[src/rtl/membus_arbiter_pkg.sv]
// Shared definitions for the memory-bus arbiter: owner-state encoding,
// default bus widths and the data-streak counter width.
package membus_arbiter_pkg;

  localparam int unsigned XLEN_DEF    = 32;
  localparam int unsigned BUS_WID_DEF = 64;
  localparam int unsigned STREAK_W    = 4;

  typedef enum logic [1:0] {
    IDLE   = 2'd0,
    BUSY_I = 2'd1,
    BUSY_D = 2'd2
  } arb_state_e;

endpackage

[src/rtl/membus_pick.sv]
// Combinational requester picker: data has priority unless the data streak
// has reached its limit while fetch is also waiting.
module membus_pick (
  input  logic slot,
  input  logic imem_req,
  input  logic dmem_req,
  input  logic streak_full,
  output logic gnt_i,
  output logic gnt_d
);

  always_comb begin
    gnt_i = 1'b0;
    gnt_d = 1'b0;
    if (slot) begin
      if (dmem_req && !(imem_req && streak_full)) begin
        gnt_d = 1'b1;
      end else if (imem_req) begin
        gnt_i = 1'b1;
      end
    end
  end

endmodule

[src/rtl/membus_arbiter.sv]
// Shares one single-outstanding memory bus between the fetch and data ports,
// tracking the owner of the outstanding transaction for response routing.
module membus_arbiter
  import membus_arbiter_pkg::*;
#(
  parameter int unsigned XLEN         = XLEN_DEF,
  parameter int unsigned BUS_WID      = BUS_WID_DEF,
  parameter int unsigned D_STREAK_MAX = 4
) (
  input  logic                 clk,
  input  logic                 rst,
  input  logic                 imem_req,
  input  logic [XLEN-1:0]      imem_addr,
  output logic                 imem_gnt,
  output logic [BUS_WID-1:0]   imem_rdata,
  output logic                 imem_resp,
  output logic                 imem_err,
  input  logic                 dmem_req,
  input  logic                 dmem_we,
  input  logic [XLEN-1:0]      dmem_addr,
  input  logic [BUS_WID-1:0]   dmem_wdata,
  input  logic [BUS_WID/8-1:0] dmem_be,
  output logic                 dmem_gnt,
  output logic [BUS_WID-1:0]   dmem_rdata,
  output logic                 dmem_resp,
  output logic                 dmem_err,
  output logic                 mem_req,
  output logic                 mem_we,
  output logic [XLEN-1:0]      mem_addr,
  output logic [BUS_WID-1:0]   mem_wdata,
  output logic [BUS_WID/8-1:0] mem_be,
  input  logic [BUS_WID-1:0]   mem_rdata,
  input  logic                 mem_resp,
  input  logic                 mem_err
);

  arb_state_e            state_q, state_d;
  logic [STREAK_W-1:0]   streak_q, streak_d;
  logic                  slot;
  logic                  streak_full;
  logic                  gnt_i, gnt_d;

  // Qualifying the slot with reset keeps every grant-derived output at zero
  // while reset is held, even though the state already reads IDLE.
  assign slot        = rst & ((state_q == IDLE) | mem_resp);
  assign streak_full = (streak_q == STREAK_W'(D_STREAK_MAX));

  membus_pick u_pick (
    .slot       (slot),
    .imem_req   (imem_req),
    .dmem_req   (dmem_req),
    .streak_full(streak_full),
    .gnt_i      (gnt_i),
    .gnt_d      (gnt_d)
  );

  assign imem_gnt = gnt_i;
  assign dmem_gnt = gnt_d;
  assign mem_req  = gnt_i | gnt_d;

  always_comb begin
    mem_we    = 1'b0;
    mem_addr  = '0;
    mem_wdata = '0;
    mem_be    = '0;
    if (gnt_d) begin
      mem_we    = dmem_we;
      mem_addr  = dmem_addr;
      mem_wdata = dmem_wdata;
      mem_be    = dmem_be;
    end else if (gnt_i) begin
      mem_addr  = imem_addr;
      mem_be    = '1;
    end
  end

  assign imem_resp  = rst & mem_resp & (state_q == BUSY_I);
  assign dmem_resp  = rst & mem_resp & (state_q == BUSY_D);
  assign imem_rdata = rst ? mem_rdata : '0;
  assign dmem_rdata = rst ? mem_rdata : '0;
  assign imem_err   = rst & mem_err;
  assign dmem_err   = rst & mem_err;

  always_comb begin
    state_d = state_q;
    if (gnt_i) begin
      state_d = BUSY_I;
    end else if (gnt_d) begin
      state_d = BUSY_D;
    end else if (mem_resp) begin
      state_d = IDLE;
    end
  end

  always_comb begin
    streak_d = streak_q;
    if (gnt_i || !imem_req) begin
      streak_d = '0;
    end else if (gnt_d && !streak_full) begin
      streak_d = streak_q + STREAK_W'(1);
    end
  end

  always_ff @(posedge clk or negedge rst) begin
    if (!rst) begin
      state_q  <= IDLE;
      streak_q <= '0;
    end else begin
      state_q  <= state_d;
      streak_q <= streak_d;
    end
  end

endmodule
[config.mk]
export PLATFORM = sky130hd
export DESIGN_NAME = membus_arbiter
export DESIGN_NICKNAME = d
export VERILOG_FILES = /design/src/rtl/membus_arbiter_pkg.sv /design/src/rtl/membus_pick.sv /design/src/rtl/membus_arbiter.sv
export SDC_FILE = /design/constraint.sdc
export NUM_CORES = 1
export LEC_CHECK = 0
export ABC_AREA = 1
export BUFFER_PORTS_ARGS = -buffer_cell sky130_fd_sc_hd__buf_2
export CAP_MARGIN = 15
export CORE_AREA = 3 3 175 177
export DETAILED_ROUTE_END_ITERATION = 10
export DIE_AREA = 0 0 178 180
export GPL_TIMING_DRIVEN = 0
export HOLD_SLACK_MARGIN = 0.08
export SYNTH_ARGS = -nofsm -noshare
export SYNTH_HDL_FRONTEND = slang
export SYNTH_SLANG_ARGS = --single-unit
[constraint.sdc]
create_clock -name clk -period 1.8 [get_ports clk]
set_input_delay 0.45 -clock clk [delete_from_list [all_inputs] [get_ports clk]]
set_output_delay 0.45 -clock clk [all_outputs]
set_load 0.005 [all_outputs]
# After elaboration in Yosys (flattened, before gate mapping)
# Cells that the tools add are included.
# Widths: inputs -> output; s select.
# classes
n_bitwise	7
n_addsub	1
reduce_logical	10
n_eq_ne	3
mux	17
# ops
cell	count
$mux 64	2
$mux 32	2
$mux 8	2
$mux 4	2
$mux 1	6
$mux 2	3
$and 1x1->1	5
$add 4x1->4 const B	1
$eq 4x3->1 const B	1
$logic_and 1x1->1	3
$logic_not 1->1	3
$reduce_bool 3->1	1
$eq 2x1->1 const B	1
$eq 2x2->1 const B	1
$logic_not 2->1	1
$or 1x1->1	2
$reduce_bool 2->1	1
$logic_or 1x1->1	1
# word_totals
word_cells	40
ff_bits	6
in_bits	207
out_inout_bits	240

# Longest topological paths before layout
# Gate-level depths: netlist (run 1).
# depth
ltp_word	9
ltp_mapped	10
ltp_nobuf	9

# Modules after synthesis
# Synthesis (run 1) repeated with hierarchy kept, for this count alone.
# unflattened
cells_unflattened	519
hier_area_um2	2524.9
# by_module_without_submodules
mod	instances	seq_area_each_um2	area_each_um2	cells_per_inst
membus_arbiter	1	150.1	2492.4	513
membus_pick	1	0.0	32.5	6

# Worst setup path before layout (run 1)
# Ideal clock, no wire load.
# synth_path
path_kind	register to output
from	register streak_q[0]
to	output mem_wdata[55]
arrival_time_ns	1.374
stages_incl_launch_ff	10
required_ns	1.350
setup_slack_ns	-0.024
path_cell_list	dfrtp_1 inv_1 ha_1 nand4_1 nand2_1 inv_2 nand2_2 buf_4 buf_6 nor2_1
# synth_between
elab_chain_cells	7
# synth_lines
element	line_no	text
from (decl)	membus_arbiter.sv:38	logic [STREAK_W-1:0] streak_q, streak_d;
from (signal assigned)	membus_arbiter.sv:110	streak_q <= streak_d;
$eq 4x3->1	membus_arbiter.sv:46	assign streak_full = (streak_q == STREAK_W'(D_STREAK_MAX));
$logic_and 1x1->1	membus_pick.sv:16	if (dmem_req && !(imem_req && streak_full)) begin
$logic_not 1->1	membus_pick.sv:16	
$logic_and 1x1->1	membus_pick.sv:16	
$mux 1	membus_pick.sv:16	
$mux 1	membus_pick.sv:15	if (slot) begin
$mux 64	membus_arbiter.sv:66	if (gnt_d) begin
to (decl)	membus_arbiter.sv:30	output logic [BUS_WID-1:0] mem_wdata,
# No other way between the ends.

# Final worst setup path (run 1)
# layout_path
from	register streak_q[0]
to	output mem_addr[0]
# layout_between
elab_chain_cells	8
# layout_lines
element	line_no	text
$eq 4x3->1 *	membus_arbiter.sv:46	
$logic_and 1x1->1 *	membus_pick.sv:16	
$logic_not 1->1 *	membus_pick.sv:16	
$logic_and 1x1->1 *	membus_pick.sv:16	
$mux 1	membus_pick.sv:16	
$mux 1	membus_pick.sv:15	
$mux 32	membus_arbiter.sv:71	end else if (gnt_i) begin
$mux 32 *	membus_arbiter.sv:66	
to (decl)	membus_arbiter.sv:29	output logic [XLEN-1:0] mem_addr,
# Mark *: on every way between the ends. The rest lies on a longest branch, timed or not.

==> results by group, run 1 <==
Run status
  • Status: complete, but fails checks
  • Failing checks: setup timing

Worst setup path
  • Most prevalent standard cell on the critical path: nand2_2
  • Worst path cell trace: inv_2, ha_4, nand4_1, nand2_2, inv_4, nor2_4, buf_12, buf_8, nand2_2, nand2_2, buf_2
  • CP required: 1.35 ns
  • Crit-path slowest cell: dfrtp_1
  • Critical path endpoint category: output port
  • Critical Path AT: about 1.8 ns
  • CP max FO: 9
  • Crit start category: register
  • Setup CP Type: reg2out
  • Worst path max stage delay: 0.38 ns

Timing
  • WHS: 0.495 ns
  • Final TNS setup: -42.96 ns
  • Final period utilization: 127%
  • Unrepaired setup endpoints after global routing: yes
  • Final Slew Violations: 0
  • Worst clock skew: around 0.00038 ns
  • Slew @ Worst Pin: 0.311 ns
  • Final Hold Viols: 0
  • Worst slew margin: 79.2%
  • Max Clk Rate: between 400 and 500 MHz
  • Final setup fails: ~110
  • Final WS setup: -0.483 ns
  • Final critical-path required period: 2.28 ns

Logic synthesis
  • Synth Register Bits: 6
  • Asr flop ratio synth: 100%
  • Post-synth top area cell: nand2_1
  • Seq/Total Area, Yosys: 6.27%
  • Post-synth cell types: 18
  • Commonest cells post-synth: nand2_1 (191), inv_1 (137), buf_4 (66), nor2_1 (66), buf_2 (9)
  • Mapped cell area: 2390 um^2
  • Top-area cell type share of the netlist area: 30.0%
  • EDFF count, synth: 0
  • Post-synth net total: 719
  • Ys Warns: 0
  • Avg Inst Size Synth: 4.69 um^2
  • Synth Flop Type: dfrtp_1
  • Dominant cells by area after synthesis: nand2_1 (30%), inv_1 (21%), buf_4 (21%)
  • Syn Inst Count: 510
  • Count leader, synth: nand2_1

CTS
  • CTS max path bufs: 2
  • Sinks on Clock Net: 6
  • CTS H-tree lvls: 1
  • Clock insertion delay at the later pin of the skew report: 0.23 ns
  • Root buffer cell: clkbuf_16
  • Cts bufs inserted: 3
  • CTS tree: done
  • Clk slew on worst S/H paths: 0.03 ns

Route
  • Drt first pass iters: 4
  • WL/cell: 12.3 um
  • DR WL met2: a little over 9 mm
  • Final antenna-violating net count: 0
  • Wirelength, routed: 17.0 mm
  • Vias/cell: 3.31
  • 1st-iter DRT viols: 117
  • DRC: 0
  • Detailed-route via count: around 4,600
  • DR top layer: met4
  • Met3 wire len: 1.14 mm
  • Routed met1 length: 6.68 mm

Pwr
  • Leak: 0.00457 uW
  • VDD IR-drop max: 0.236 mV
  • P per Cell Area: 318 nW/um^2
  • Power, Total: ~2100 uW

Floorplan
  • Core ar.: 29,400 um^2
  • Initial cell density of the core: under 10%
  • Die X: 178 um
  • IO Count: between 400 and 500
  • Chip height: ~180 um
  • Die footprint: roughly 32,000 um^2
  • Row count: 63

Worst hold path
  • Min-delay worst type: reg2reg

GRT
  • Global-route wire length before repair: 22.2 mm
  • Vias in the first global route: 4,098
  • Overall Global Routing Usage: between 8 and 9%
  • Largest net degree at the start of global routing: 11
  • Remaining Overflow, GRT: 0
  • Initial antenna violation count: 0

Placed design
  • Placed Area: 5140 um^2
  • Placer's final routability congestion estimate: 0.905
  • IO Port Bufs: 446
  • Hpwl dp: 13.1 mm

Finish
  • Ant diodes: 0
  • Final instance area: 6660 um^2
  • # nets final: 1,204
  • Layout cells sized above 1: 73.2%
  • Area delta synth->final: 178%

Flow run
  • Max Cap Viol: 0
[cell type report]
class	instances	area [um^2]
Multi-Input combinational cell	278	1630
Tap cell	390	488
Timing Repair Buffer	491	3050
Buffer	75	717
Sequential cell	6	150
Clock buffer	3	75.1
Inverter	140	551
Fill cell	3306	22700
[layer usage]
metal  GRT usage (%)  up-vias
li1                -     2307
met1            11.1     2068
met2            16.2      195
met3           0.782        8
met4            1.13        0
met5               0        -
[final timing paths]
kind | start | to | slack (ns) | cells past startpoint
setup reg to reg | streak_q[0]$_DFFE_PN0P_ | state_q[0]$_DFFE_PN0P_ | 0.09 | 12
setup / recovery | streak_q[0]$_DFFE_PN0P_ | mem_addr[0] | -0.48 | 11
hold / removal | streak_q[3]$_DFFE_PN0P_ | streak_q[3]$_DFFE_PN0P_ | 0.50 | 2
max in group asynchronous | rst | state_q[0]$_DFFE_PN0P_ | 0.91 | 2
min in group asynchronous | rst | streak_q[0]$_DFFE_PN0P_ | 0.65 | 2
hold reg to reg | streak_q[3]$_DFFE_PN0P_ | streak_q[3]$_DFFE_PN0P_ | 0.50 | 2
[sequential cells by signal, indices dropped and copies added (netlist names)]
register and count:
streak_q 4, state_q 2
[power by group]
part / internal [uW] / leakage (uW) / switching, uW
combinational: 864 / 0.00445 / 744
clock: 285 / 0.0000370 / 73.4
sequential: 143 / 0.0000812 / 5.48
total: 1290 / 0.00457 / 823
[cells in the final DEF, fill, tap and decap left out]
master and instances:
ha_4 1, nand2_1 132, dlygate4sd3_1 1, buf_2 428
nor3_1 2, clkbuf_2 1, nand2_2 44, buf_4 69
nor2_4 26, nor2_2 33, nand2_4 16, buf_12 10
nand3_1 7, buf_8 15, clkbuf_16 12, inv_8 1
dfrtp_1 6, inv_2 30, a21oi_1 1, nor2_1 8
nand4_1 4, xor2_1 2, ha_1 1, inv_4 7
buf_6 29, buf_16 4, inv_1 102, nand2_8 1
[kinds of logic after synthesis]
| kind of cell | Yosys count | synth area share, % |
|---|---|---|
| compound gates | 1 | 0.209 |
| xor+xnor | 2 | 0.732 |
| simple gates | 273 | 44.2 |
| fa+ha+maj | 2 | 1.05 |
| flops | 6 | 6.27 |
| buf+inv | 226 | 47.5 |
[per-stage QoR]
| step | instances | util (%) | setup slack, ns |
|---|---|---|---|
| after floorplan | 510 | - | -0.00451 |
| after global placement | 1346 | 17.5 | -0.849 |
| after detailed placement | 1346 | 17.5 | -0.851 |
| after CTS | 1383 | 20.3 | -0.453 |
| after global routing | 1383 | 22.6 | -0.593 |
| final | 1383 | 22.6 | -0.483 |
[worst max-delay path, delay by kind of cell, from the launching register on]
family                     cells  cell delay [ns]
buffers and inverters          5             0.56
and+or+nand+nor                5             0.50
DFF                            1             0.38
adders and majority gates      1             0.13
[repair_timing]
item,CTS,global route
hold endpoints to repair,6,0
gates resized for setup,127,187
pin swaps,12,16
setup endpoints to repair,230,175
hold buffers,1,0
gates cloned,7,7
setup buffers,26,12
Note: power is estimated with default switching activity, not from simulation.
==> run 2, diff against run 1 <==
--- a/config.mk
+++ b/config.mk
@@ -8,11 +8,12 @@
 export ABC_AREA = 1
 export BUFFER_PORTS_ARGS = -buffer_cell sky130_fd_sc_hd__buf_2
 export CAP_MARGIN = 15
-export CORE_AREA = 3 3 175 177
+export CORE_AREA = 3 3 171 173
 export DETAILED_ROUTE_END_ITERATION = 10
-export DIE_AREA = 0 0 178 180
+export DIE_AREA = 0 0 174 176
 export GPL_TIMING_DRIVEN = 0
 export HOLD_SLACK_MARGIN = 0.08
 export SYNTH_ARGS = -nofsm -noshare
 export SYNTH_HDL_FRONTEND = slang
+export SYNTH_HIERARCHICAL = 1
 export SYNTH_SLANG_ARGS = --single-unit
==> constraint.sdc (replaced) <==
create_clock -name clk -period 1.8 [get_ports clk]
set_input_delay 0 -clock clk [delete_from_list [all_inputs] [get_ports clk]]
set_output_delay 0 -clock clk [all_outputs]
set_load 0.005 [all_outputs]
==> run 2 against run 1 <==
The flow still finishes with violations (setup timing). Global-route usage up 0.31 points. Sequential cell count unchanged. Setup slack improved by 0.31 ns. Total power fell by 11%. Wire length is 3.8% lower. Hold slack lost 0.37 ns. Clock power up 4%. Sequential share of layout area increased by 0.14 points. First-iteration DRC count up 31%. Synthesized area is 5.5% higher. Maximum frequency rose by 16%. Clock skew grew 0.0017 ns. Critical endpoint is now mem_wdata[31]. Largest cell class unchanged.
==> results by group, run 2 <==
CTS
  • CTS H-tree lvls: 1
  • Clk slew on worst S/H paths: 0.04 ns
  • CTS max path bufs: 2
  • Cts bufs inserted: 3
  • Clock insertion delay at the later pin of the skew report: 0.23 ns
  • Root buffer cell: clkbuf_16
  • CTS tree: done
  • Sinks on Clock Net: 6

Finish
  • Largest regs: streak_q (4), state_q (2)
  • # nets final: 1,205
  • Top reg by flops: streak_q
  • Final instance area: 6270 um^2
  • Most frequent cells in the layout: buf_2 (425), nand2_1 (184), inv_2 (90)
  • Area delta synth->final: 148%
  • Max reg flops: 4
  • Layout cells sized above 1: 71.8%
  • Commonest non-fill, non-tap cell in the layout: buf_2

Floorplan
  • Initial cell density of the core: 9.09%
  • Chip height: 176 um
  • Die X: 174 um
  • Row count: 61
  • IO Count: approximately 450
  • Core ar.: 27,800 um^2
  • Die footprint: 30,600 um^2

Worst setup path
  • Delay-heaviest family, CP: buffers and inverters
  • Setup CP Type: reg2out
  • Critical Path AT: 1.97 ns
  • Worst path cell trace: inv_2, ha_4, nand2_2, nor2_4, nand2_2, nand2_2, nor2_4, buf_12, clkbuf_16, clkbuf_16, nand2_1, inv_2, buf_2
  • Crit start category: register
  • CP max FO: 6
  • Worst path max stage delay: 0.37 ns
  • R2R depth: 13
  • CP required: 1.80 ns
  • Levels on crit path: 13
  • Crit-path slowest cell: dfrtp_1
  • Most prevalent standard cell on the critical path: nand2_2
  • WP buf/inv: 6
  • Critical path endpoint category: output port

GRT
  • Overall Global Routing Usage: 9.05%
  • Initial antenna violation count: 1
  • Remaining Overflow, GRT: 0
  • Global-route wire length before repair: 22.2 mm
  • Largest net degree at the start of global routing: 11
  • Vias in the first global route: 4,116

Route
  • 1st-iter DRT viols: about 150
  • Vias/cell: 3.31
  • Drt first pass iters: 6
  • Final antenna-violating net count: 0
  • WL/cell: 11.9 um
  • Detailed-route via count: 4,548
  • Wirelength, routed: 16.4 mm
  • DRC: 0

Logic synthesis
  • Post-synth net total: 728
  • Top-area cell type share of the netlist area: approximately a third
  • Post-synth top area cell: nand2_1
  • Commonest cells post-synth: nand2_1 (224), inv_2 (81), buf_4 (73)
  • Count leader, synth: nand2_1
  • Synth Flop Type: dfrtp_1
  • EDFF count, synth: 0
  • Syn Inst Count: 519
  • Dominant cells by area after synthesis: nand2_1 (33%), buf_4 (22%), inv_2 (12%)
  • Seq/Total Area, Yosys: 5.95%
  • Synth Register Bits: 6
  • Avg Inst Size Synth: 4.86 um^2
  • Asr flop ratio synth: 100%
  • Mapped cell area: roughly 2500 um^2
  • Post-synth cell types: 23
  • Ys Warns: 6

Worst hold path
  • Min-delay worst type: in2reg
  • Depth of the worst hold-timing path: 4

Placed design
  • Placer's final routability congestion estimate: 0.794
  • Hpwl dp: 13.4 mm
  • Placed Area: 5230 um^2
  • IO Port Bufs: 446

Pwr
  • Leak: 0.00460 uW
  • VDD IR-drop max: 0.289 mV
  • P per Cell Area: 301 nW/um^2
  • Power, Total: 1890 uW

Timing
  • Worst clock skew: 0.00207 ns
  • Final Slew Violations: 0
  • Final setup fails: 98
  • Final Hold Viols: 0
  • Final period utilization: 110%
  • Final WS setup: -0.173 ns
  • Unrepaired setup endpoints after global routing: yes
  • Slew @ Worst Pin: 0.537 ns
  • Final critical-path required period: 1.97 ns
  • Max Clk Rate: 507 MHz
  • Worst slew margin: 64.2%

Flow run
  • Max Cap Viol: 0

Run status
  • Status: complete, but fails checks
  • Failing checks: setup timing
==> run 2: cell count changes in the layout (fill, tap and decap cells not counted), moves of 5 or more <==
cell | before | now
nand3_1 | 7 | 30
nor2_4 | 26 | 5
nand3_2 | 0 | 6
inv_2 | 30 | 90
nand2_1 | 132 | 184
nor2_2 | 33 | 1
nand2_2 | 44 | 23
nor2_1 | 8 | 1
buf_8 | 15 | 6
inv_4 | 7 | 2
buf_4 | 69 | 83
inv_1 | 102 | 45
==> run 2: metrics by stage <==
step                instances  TNS [ns]  hold WS, ns  setup WS [ns]  util [%]
floorplan                 519         0       -0.296         0.0932         -
global placement         1343    -24.35       -0.127         -0.470      18.8
detailed placement       1343    -23.38       -0.126         -0.479      18.8
CTS                      1363    -17.57        0.106         -0.230      20.5
global route             1373    -24.35        0.152         -0.276      22.6
finish                   1373    -11.86        0.130         -0.173      22.6
==> run 2: worst min-delay path: stages <==
cell and delay, ns:
buf_2 0.12, nor2_1 0.09, nand2_1 0.06, nand2_1 0.04
==> run 2: per-layer routing <==
| metal | vias up | global-route usage (%) | wire length (um) |
|---|---|---|---|
| li1 | 2342 | - | - |
| met1 | 1962 | 10.6 | 6200 |
| met2 | 238 | 17.5 | 8790 |
| met3 | 6 | 1.78 | 1300 |
| met4 | 0 | 0.871 | 102 |
| met5 | - | 0 | 0 |
==> run 2: final cells by class <==
| class | instances | area [um^2] |
|---|---|---|
| antenna | 1 | 2.50 |
| buffer | 91 | 810 |
| clock buffer | 3 | 75.1 |
| fill | 3204 | 21500 |
| inverter | 140 | 562 |
| multi-input combinational | 282 | 1450 |
| sequential | 6 | 150 |
| tap | 378 | 473 |
| timing repair buffer | 472 | 2750 |
==> run 2: path summary, 6_finish.rpt <==
check                                         from  slack, ns                 endpoint
max reg2reg                streak_q[1]$_DFFE_PN0P_      -0.03   state_q[0]$_DFFE_PN0P_
min                                       mem_resp       0.13   state_q[0]$_DFFE_PN0P_
min in group asynchronous                      rst       0.29   state_q[0]$_DFFE_PN0P_
min reg2reg                streak_q[0]$_DFFE_PN0P_       0.58  streak_q[0]$_DFFE_PN0P_
max in group asynchronous                      rst       1.25  streak_q[2]$_DFFE_PN0P_
max                        streak_q[1]$_DFFE_PN0P_      -0.17            mem_wdata[31]
==> run 2: timing repair <==
item / in CTS / in global routing
buffers inserted: 12 / 5
hold buffers: 1 / 0
pin swaps: 6 / 7
gates resized for setup: 66 / 107
endpoints found under the setup margin: 112 / 112
cloned: 4 / 7
endpoints found under the hold margin: 6 / 0
==> run 2: logic make-up (layout without fill, tap and decap cells) <==
logic type / count (synthesis) / after routing / synth area share, %
compound gates: 5 / 5 / 1.14
flops: 6 / 6 / 5.95
buf+inv: 231 / 706 / 47.3
fa+ha+maj: 2 / 2 / 0.991
xor+xnor: 1 / 1 / 0.347
simple gates: 274 / 274 / 44.3
other cells: 0 / 1 / 0
==> run 2: where the power goes <==
| part | leakage (uW) | switching, uW | total, uW | internal (uW) |
|---|---|---|---|---|
| Sequential | 0.0000814 | 4.44 | 147 | 143 |
| Clock | 0.0000370 | 84.8 | 371 | 286 |
| Combinational | 0.00448 | 634 | 1370 | 737 |
